### config.mk
export PLATFORM = sky130hd
export DESIGN_NAME = hamming_secded_decoder
export DESIGN_NICKNAME = d
export VERILOG_FILES = /design/src/rtl/hamming_secded_decoder.sv
export SDC_FILE = /design/constraint.sdc
export NUM_CORES = 1
export LEC_CHECK = 0
export ABC_CLOCK_PERIOD_IN_PS = 2000
export CAP_MARGIN = 10
export CELL_PAD_IN_SITES_DETAIL_PLACEMENT = 1
export CELL_PAD_IN_SITES_GLOBAL_PLACEMENT = 2
export CORE_MARGIN = 2
export CORE_UTILIZATION = 25
export CTS_CLUSTER_DIAMETER = 60
export DETAILED_ROUTE_END_ITERATION = 7
export GPL_TIMING_DRIVEN = 0
export HOLD_SLACK_MARGIN = 0.12
export PLACE_DENSITY_LB_ADDON = 0.15
export SLEW_MARGIN = 20
export SYNTH_ARGS = -nofsm -noshare
export SYNTH_HDL_FRONTEND = slang
export SYNTH_SLANG_ARGS = --single-unit
### constraint.sdc
create_clock -name clk -period 2 [get_ports clk]
set_input_delay 0.4 -clock clk [delete_from_list [all_inputs] [get_ports clk]]
set_output_delay 0.4 -clock clk [all_outputs]
set_load 0.005 [all_outputs]
### src/rtl/hamming_secded_decoder.sv
// Parametrised SECDED Hamming decoder with a two-stage valid/ready pipeline.
// Define HAMMING_DEC_CNT_EN to build the saturating corrected/uncorrectable event counters.
module hamming_secded_decoder #(
  parameter  int DATA_W = 8,
  localparam int P_W    = (DATA_W <= 4)  ? 3 :
                          (DATA_W <= 11) ? 4 :
                          (DATA_W <= 26) ? 5 :
                          (DATA_W <= 57) ? 6 : 7,
  localparam int CODE_W = DATA_W + P_W + 1
) (
  input  logic              clk,
  input  logic              arst,
  input  logic              in_valid,
  output logic              in_ready,
  input  logic [CODE_W-1:0] in_code,
  output logic              out_valid,
  input  logic              out_ready,
  output logic [DATA_W-1:0] out_data,
  output logic              out_corr,
  output logic              out_uncorr,
  output logic [P_W-1:0]    out_syndrome,
  output logic [15:0]       corr_cnt,
  output logic [15:0]       uncorr_cnt,
  input  logic              cnt_clr
);

  // Codeword index holding data bit j: the j-th non-power-of-two Hamming position, minus one.
  function automatic int data_idx(input int j);
    int n;
    int res;
    n   = 0;
    res = 0;
    for (int pos = 1; pos < CODE_W; pos++) begin
      if ((pos & (pos - 1)) != 0) begin
        if (n == j) res = pos - 1;
        n++;
      end
    end
    return res;
  endfunction

  // ---------------- stage 1: codeword, syndrome, overall parity ----------------
  logic              s1_valid_q, s1_valid_d;
  logic [CODE_W-1:0] s1_code_q,  s1_code_d;
  logic [P_W-1:0]    s1_syn_q,   s1_syn_d;
  logic              s1_g_q,     s1_g_d;

  // ---------------- stage 2: decoded result ----------------
  logic              out_valid_q,  out_valid_d;
  logic [DATA_W-1:0] out_data_q,   out_data_d;
  logic              out_corr_q,   out_corr_d;
  logic              out_uncorr_q, out_uncorr_d;
  logic [P_W-1:0]    out_syn_q,    out_syn_d;

  logic              s2_ready;
  logic [P_W-1:0]    syn_c;
  logic              g_c;
  logic              syn_nz, in_rng, corr_c, uncorr_c;
  logic [CODE_W-1:0] fixed_code;
  logic [DATA_W-1:0] data_c;

  assign s2_ready = !out_valid_q || out_ready;
  assign in_ready = !s1_valid_q || s2_ready;

  always_comb begin
    syn_c = '0;
    for (int k = 0; k < P_W; k++) begin
      for (int i = 0; i < CODE_W - 1; i++) begin
        if ((((i + 1) >> k) & 1) != 0) syn_c[k] = syn_c[k] ^ in_code[i];
      end
    end
  end

  assign g_c = ^in_code;

  // Out-of-range syndromes with odd overall parity are multi-bit errors that alias as singles.
  always_comb begin
    syn_nz   = |s1_syn_q;
    in_rng   = (int'(s1_syn_q) <= CODE_W - 1);
    corr_c   = s1_g_q && (!syn_nz || in_rng);
    uncorr_c = syn_nz && !(s1_g_q && in_rng);
    fixed_code = s1_code_q;
    if (corr_c && syn_nz) begin
      for (int i = 0; i < CODE_W - 1; i++) begin
        if (int'(s1_syn_q) == i + 1) fixed_code[i] = ~s1_code_q[i];
      end
    end
  end

  for (genvar j = 0; j < DATA_W; j++) begin : g_data
    localparam int IDX = data_idx(j);
    assign data_c[j] = fixed_code[IDX];
  end

  // Parity positions of the corrected word are not part of the payload.
  logic unused_par;
  assign unused_par = ^fixed_code;

  always_comb begin
    s1_valid_d   = s1_valid_q;
    s1_code_d    = s1_code_q;
    s1_syn_d     = s1_syn_q;
    s1_g_d       = s1_g_q;
    out_valid_d  = out_valid_q;
    out_data_d   = out_data_q;
    out_corr_d   = out_corr_q;
    out_uncorr_d = out_uncorr_q;
    out_syn_d    = out_syn_q;
    if (in_ready) begin
      s1_valid_d = in_valid;
      if (in_valid) begin
        s1_code_d = in_code;
        s1_syn_d  = syn_c;
        s1_g_d    = g_c;
      end
    end
    // Stage 2 only loads when it can move, so a stalled result holds every out_* port.
    if (s2_ready) begin
      out_valid_d = s1_valid_q;
      if (s1_valid_q) begin
        out_data_d   = data_c;
        out_corr_d   = corr_c;
        out_uncorr_d = uncorr_c;
        out_syn_d    = s1_syn_q;
      end
    end
  end

  always_ff @(posedge clk or posedge arst) begin
    if (arst) begin
      s1_valid_q   <= 1'b0;
      s1_code_q    <= '0;
      s1_syn_q     <= '0;
      s1_g_q       <= 1'b0;
      out_valid_q  <= 1'b0;
      out_data_q   <= '0;
      out_corr_q   <= 1'b0;
      out_uncorr_q <= 1'b0;
      out_syn_q    <= '0;
    end else begin
      s1_valid_q   <= s1_valid_d;
      s1_code_q    <= s1_code_d;
      s1_syn_q     <= s1_syn_d;
      s1_g_q       <= s1_g_d;
      out_valid_q  <= out_valid_d;
      out_data_q   <= out_data_d;
      out_corr_q   <= out_corr_d;
      out_uncorr_q <= out_uncorr_d;
      out_syn_q    <= out_syn_d;
    end
  end

  assign out_valid    = out_valid_q;
  assign out_data     = out_data_q;
  assign out_corr     = out_corr_q;
  assign out_uncorr   = out_uncorr_q;
  assign out_syndrome = out_syn_q;

`ifdef HAMMING_DEC_CNT_EN
  logic        fire;
  logic [15:0] corr_cnt_q,   corr_cnt_d;
  logic [15:0] uncorr_cnt_q, uncorr_cnt_d;

  assign fire = out_valid_q && out_ready;

  // Clear has priority over a same-cycle event; that event is dropped.
  always_comb begin
    corr_cnt_d   = corr_cnt_q;
    uncorr_cnt_d = uncorr_cnt_q;
    if (cnt_clr) begin
      corr_cnt_d   = '0;
      uncorr_cnt_d = '0;
    end else if (fire) begin
      if (out_corr_q && corr_cnt_q != 16'hFFFF)     corr_cnt_d   = corr_cnt_q + 16'd1;
      if (out_uncorr_q && uncorr_cnt_q != 16'hFFFF) uncorr_cnt_d = uncorr_cnt_q + 16'd1;
    end
  end

  always_ff @(posedge clk or posedge arst) begin
    if (arst) begin
      corr_cnt_q   <= '0;
      uncorr_cnt_q <= '0;
    end else begin
      corr_cnt_q   <= corr_cnt_d;
      uncorr_cnt_q <= uncorr_cnt_d;
    end
  end

  assign corr_cnt   = corr_cnt_q;
  assign uncorr_cnt = uncorr_cnt_q;
`else
  logic unused_clr;
  assign unused_clr = cnt_clr;
  assign corr_cnt   = 16'h0;
  assign uncorr_cnt = 16'h0;
`endif

endmodule

=== Word level (Yosys, flattened, before mapping) ===
Cells that the tools add are included.
W data, S select, Z words.

* Bits in registers: 33
* Input port bits: 18
* Output and inout port bits: 48
* Logic and storage cells: 80

* Muxes and demuxes: 13
* Order comparisons: 1
* Bitwise logic cells: 30
* Eq/ne operators: 12
* Reductions and logical operators: 15

{| class="wikitable"
|+ Operators with widths
! operator !! number
|-
| $eq A4 B4 Y1 const B || 8
|-
| $xor A1 B1 Y1 || 18
|-
| $reduce_xor A13 Y1 || 1
|-
| $eq A4 B3 Y1 const B || 3
|-
| $mux W1 || 12
|-
| $mux W12 || 1
|-
| $not A1 Y1 || 12
|-
| $eq A4 B2 Y1 const B || 1
|-
| $le A4 B4 Y1 const B || 1
|-
| $logic_and A1 B1 Y1 || 4
|-
| $logic_not A1 Y1 || 4
|-
| $reduce_and A2 Y1 || 2
|-
| $reduce_or A4 Y1 || 1
|-
| $logic_or A1 B1 Y1 || 3
|}

=== Longest topological paths before layout ===
* Depth in word-level cells: 6
* Mapped depth: 5

=== Least setup slack after synthesis ===
Ideal clock, no wire load.

* Path type: in2reg
* From: in in_code[11]
* To: reg s1_g_q
* Slack: 296 ps
* Data arrival time: 1579 ps
* Setup time: 125 ps
* Data required time: 1875 ps
* Stages: 4
* Cells stage by stage: xnor3_1 > xnor2_1 > xnor3_1 > mux2_2

* Cells in the longest elaborated chain, start to end: 1

{| class="wikitable"
|+ Ends and longest elaborated chain
! what !! line !! RTL
|-
| from (decl) || 15 || <nowiki>input logic [CODE_W-1:0] in_code,</nowiki>
|-
| $reduce_xor A13 Y1 || 74 || <nowiki>assign g_c = ^in_code;</nowiki>
|-
| to (signal assigned) || 144 || <nowiki>s1_g_q <= s1_g_d;</nowiki>
|-
| to (decl) || 46 || <nowiki>logic s1_g_q, s1_g_d;</nowiki>
|}

Every way passes these cells.
A chain may end at the register's enable or synchronous reset.

=== Worst setup path after layout ===
* From: in out_ready
* To: out in_ready

* Cells in the longest elaborated chain, start to end: 2

{| class="wikitable"
|+ Ends and longest elaborated chain
! what !! line !! RTL
|-
| from (decl) || 17 || <nowiki>input logic out_ready,</nowiki>
|-
| $logic_or A1 B1 Y1 || 62 || <nowiki>assign s2_ready = !out_valid_q || out_ready;</nowiki>
|-
| $logic_or A1 B1 Y1 || 63 || <nowiki>assign in_ready = !s1_valid_q || s2_ready;</nowiki>
|-
| to (decl) || 14 || <nowiki>output logic in_ready,</nowiki>
|}

Every way passes these cells.

==> summary.txt <==
Clocking
  – Library cell used as clock root buffer: clkbuf_8
  – Total of hold buffers inserted after clock tree synthesis: 0
  – Clock network latency to the later pin of the worst-skew pair: 0.27 ns
  – CTS max path bufs: 2
  – H-tree lvl count: 2
  – Clock Sinks: 29
  – Clock tree from TritonCTS: done
  – Register clock-pin slew on the reported worst setup and hold paths: 0.06 ns
  – Num CTS Buffers: 5

Power
  – PD cells: 871.1 nW/µm²
  – Leakage: 1.074 nW
  – Peak ir drop on the vdd network: 0.4400 mV

Yosys
  – Cells taking the most area after synthesis: dfrtp_1, buf_4, xnor2_1, mux2_2, nand2_1
  – Cell types with the highest counts after synthesis: buf_4, nand2_1, dfrtp_1, xnor2_1, o21ai_0
  – Cell with the most instances after synthesis: buf_4
  – Post-synth top area share: 0.4351
  – Mean cell area of the mapped netlist: 9.754 µm²
  – Cell count after synthesis: 171
  – Register area share after synthesis: 0.4351
  – Netlist area before placement: 1668 µm²
  – Share of synthesized flip-flops with an asynchronous set or reset: 1.000
  – Post-synthesis cell type count: 18
  – Synth warn: 0
  – Number of flops mapped to enable cells by yosys: 0
  – Post-synth top area cell: dfrtp_1
  – Dominant register cell in the synthesized netlist: dfrtp_1
  – Post-synthesis register bit count: 29

Worst setup path
  – CP Max Fanout: 3
  – Kind of start point of the critical path: input pin
  – Required time at the worst-slack endpoint: 1.60 ns
  – Logic depth of the worst register-to-register path: 3
  – Kind of capture point of the worst setup path: output pin
  – Arrival time of the worst setup path: 1.53 ns
  – Worst setup path category: in2out

Floorplan
  – Initial core utilization: 0.2612
  – Cell row count: 29
  – Area of the core: 6386 µm²
  – Die height: 85.68 µm
  – Horizontal extent of the die: 85.68 µm
  – Count of pins on the block boundary: 66
  – Die area: 7341 µm²

Timing
  – Total count of hold-check failures in the final report: 0
  – Max-slew headroom: 0.5977
  – Total negative slack: 0 ns
  – Post-route worst setup slack: 0.06859 ns
  – Setup repair after global routing missed its margin: no
  – Period Utilization, post-route: 0.9657
  – Setup skew after layout: 0.003967 ns
  – Slew at the pin closest to its max-slew limit: 0.6026 ns
  – Highest clock frequency the design can meet: 0.5178 GHz
  – Slew Limit Fails: 0
  – Setup Viol. Count Final: 0
  – Clock period minus final worst setup slack: 1.931 ns

Final layout
  – Diode count: 0
  – Fraction of layout cells with a size suffix above 1: 0.2131
  – Area growth from synthesis to layout: 38.18%
  – Total number of nets in the final design: 261
  – Post-route design area: 2305 µm²

GRT
  – GRT Total Usage: 0.09899
  – Via count of the first global-routing pass: 1167
  – Number of antenna violations at the first check in global routing: 0
  – Maximum number of pins on one net before global-route repair: 30
  – Global-route wire length before repair: 5.595 mm
  – Remaining global-route overflow: 0

Detailed routing
  – Met1 routed wirelength after detailed routing: 1.577 mm
  – Routed Wire Length: 3.443 mm
  – Via total after detailed routing: 1218
  – Detail Route Antenna Nets: 0
  – Routed length per instance: 10.73 µm
  – Total DRC errors in the routed layout: 0
  – Top layer reached by signal wires: met4
  – First-pass DRT Iterations: 4
  – Post-DR vias/cell: 3.794
  – Detailed router's first-iteration violation count: 31
  – Amount of wire on met3 after detailed routing: 245 µm
  – Metal2 WL: 1.545 mm

Place
  – DP HPWL: 2.791 mm
  – IO Port Bufs: 32
  – Routability congestion estimate from global placement: 0.6857
  – Worst setup slack after placement: -0.3466 ns
  – Placement Cell Area: 2201 µm²

Hold path
  – Hold/Removal Path Class: reg2reg
  – Cell depth of the worst min-delay path: 2

Job
  – Number of violations of the max-capacitance limit: 0

Run status
  – Outcome: completed
final cells by class:
| cell class | instances | area [µm²] |
|---|---|---|
| plain buffers | 36 | 255.2 |
| clock buffers | 8 | 80.08 |
| fillers | 788 | 4081 |
| inverters | 1 | 3.754 |
| multi-input cells | 135 | 803.3 |
| flip-flops and latches | 29 | 725.7 |
| well taps | 77 | 96.34 |
| repair buffers | 35 | 340.3 |
flip-flops by register name, summed over array words and instances, names as in the netlist:
name          flops
s1_code_q         8
out_data          8
out_valid         1
out_syndrome      4
s1_valid_q        1
s1_syn_q          4
s1_g_q            1
out_uncorr        1
out_corr          1
placed cells by master, fill, tap and decap left out:
master	synthesis	final
buf_4	32	35
conb_1	1	32
nand2_1	30	30
clkdlybuf4s50_1	0	30
dfrtp_1	29	29
xnor2_1	21	20
o21ai_0	16	16
mux2_2	10	10
clkbuf_1	5	7
nor2_1	6	6
nand2b_1	5	5
clkbuf_8	0	5
xor2_1	4	4
nor3_1	4	4
nand3b_1	2	2
xnor3_1	2	2
dlygate4sd2_1	0	2
and2_1	1	1
nand4_1	1	1
xnor2_2	0	1
inv_2	0	1
nand3_1	1	1
repair_timing:
| item | 4_1_cts | 5_1_grt |
|---|---|---|
| pin swaps | 1 | 0 |
| gates resized for setup | 2 | 1 |
| setup buffers | 3 | 0 |
| endpoints found under the setup margin | 1 | 4 |
critical path, cell delays in order:
cell	delay, ns
clkdlybuf4s50_1	0.46
nand3b_1	0.15
clkdlybuf4s50_1	0.52
worst paths after layout:
kind                                                   from                           to  slack, ns
worst max-delay path                              out_ready                     in_ready       0.07
min in group asynchronous                              arst      out_data[6]$_DFFE_PP0P_       0.51
worst min-delay path            out_syndrome[1]$_DFFE_PP0P_  out_syndrome[1]$_DFFE_PP0P_       0.47
worst min register to register  out_syndrome[1]$_DFFE_PP0P_  out_syndrome[1]$_DFFE_PP0P_       0.47
max in group asynchronous                              arst      s1_syn_q[2]$_DFFE_PP0P_       1.08
worst max register to register       s1_valid_q$_DFFE_PP0P_    s1_code_q[11]$_DFFE_PP0P_       0.52
layer usage:
layer | vias up | global-route usage
met5 | - | 0
met4 | 0 | 0.05195
met3 | 6 | 0.02695
met2 | 44 | 0.1470
met1 | 540 | 0.1314
li1 | 628 | -
cell families after synthesis:
kind of cell           count (synthesis)  share of synthesized area
AND/OR/NAND/NOR                       50                     0.1313
flip-flops                            29                     0.4351
XOR/XNOR                              27                     0.1583
buffers and inverters                 38                     0.1575
multiplexers                          10                    0.06752
other                                  1                   0.002248
AO/OA/AOI/OAI                         16                    0.04801
stage by stage:
step	hold WS [ns]	std cells	utilization	power (W)
finish	0.4743	321	0.3609	0.002008
global route	0.5079	321	0.3609	0.002168
CTS	0.4827	322	0.3603	0.002039
detailed placement	0.4681	311	0.3446	0.001561
global placement	0.4614	311	0.3446	0.001547
floorplan	0.4699	202	-	0.001237
power breakdown:
part	switching, W	leakage [nW]	internal (W)
sequential	0.000119	0.348	0.000734
clock	0.000202	0.0395	0.000246
combinational	0.000283	0.686	0.000424
Note: power is estimated with default switching activity, not from simulation.
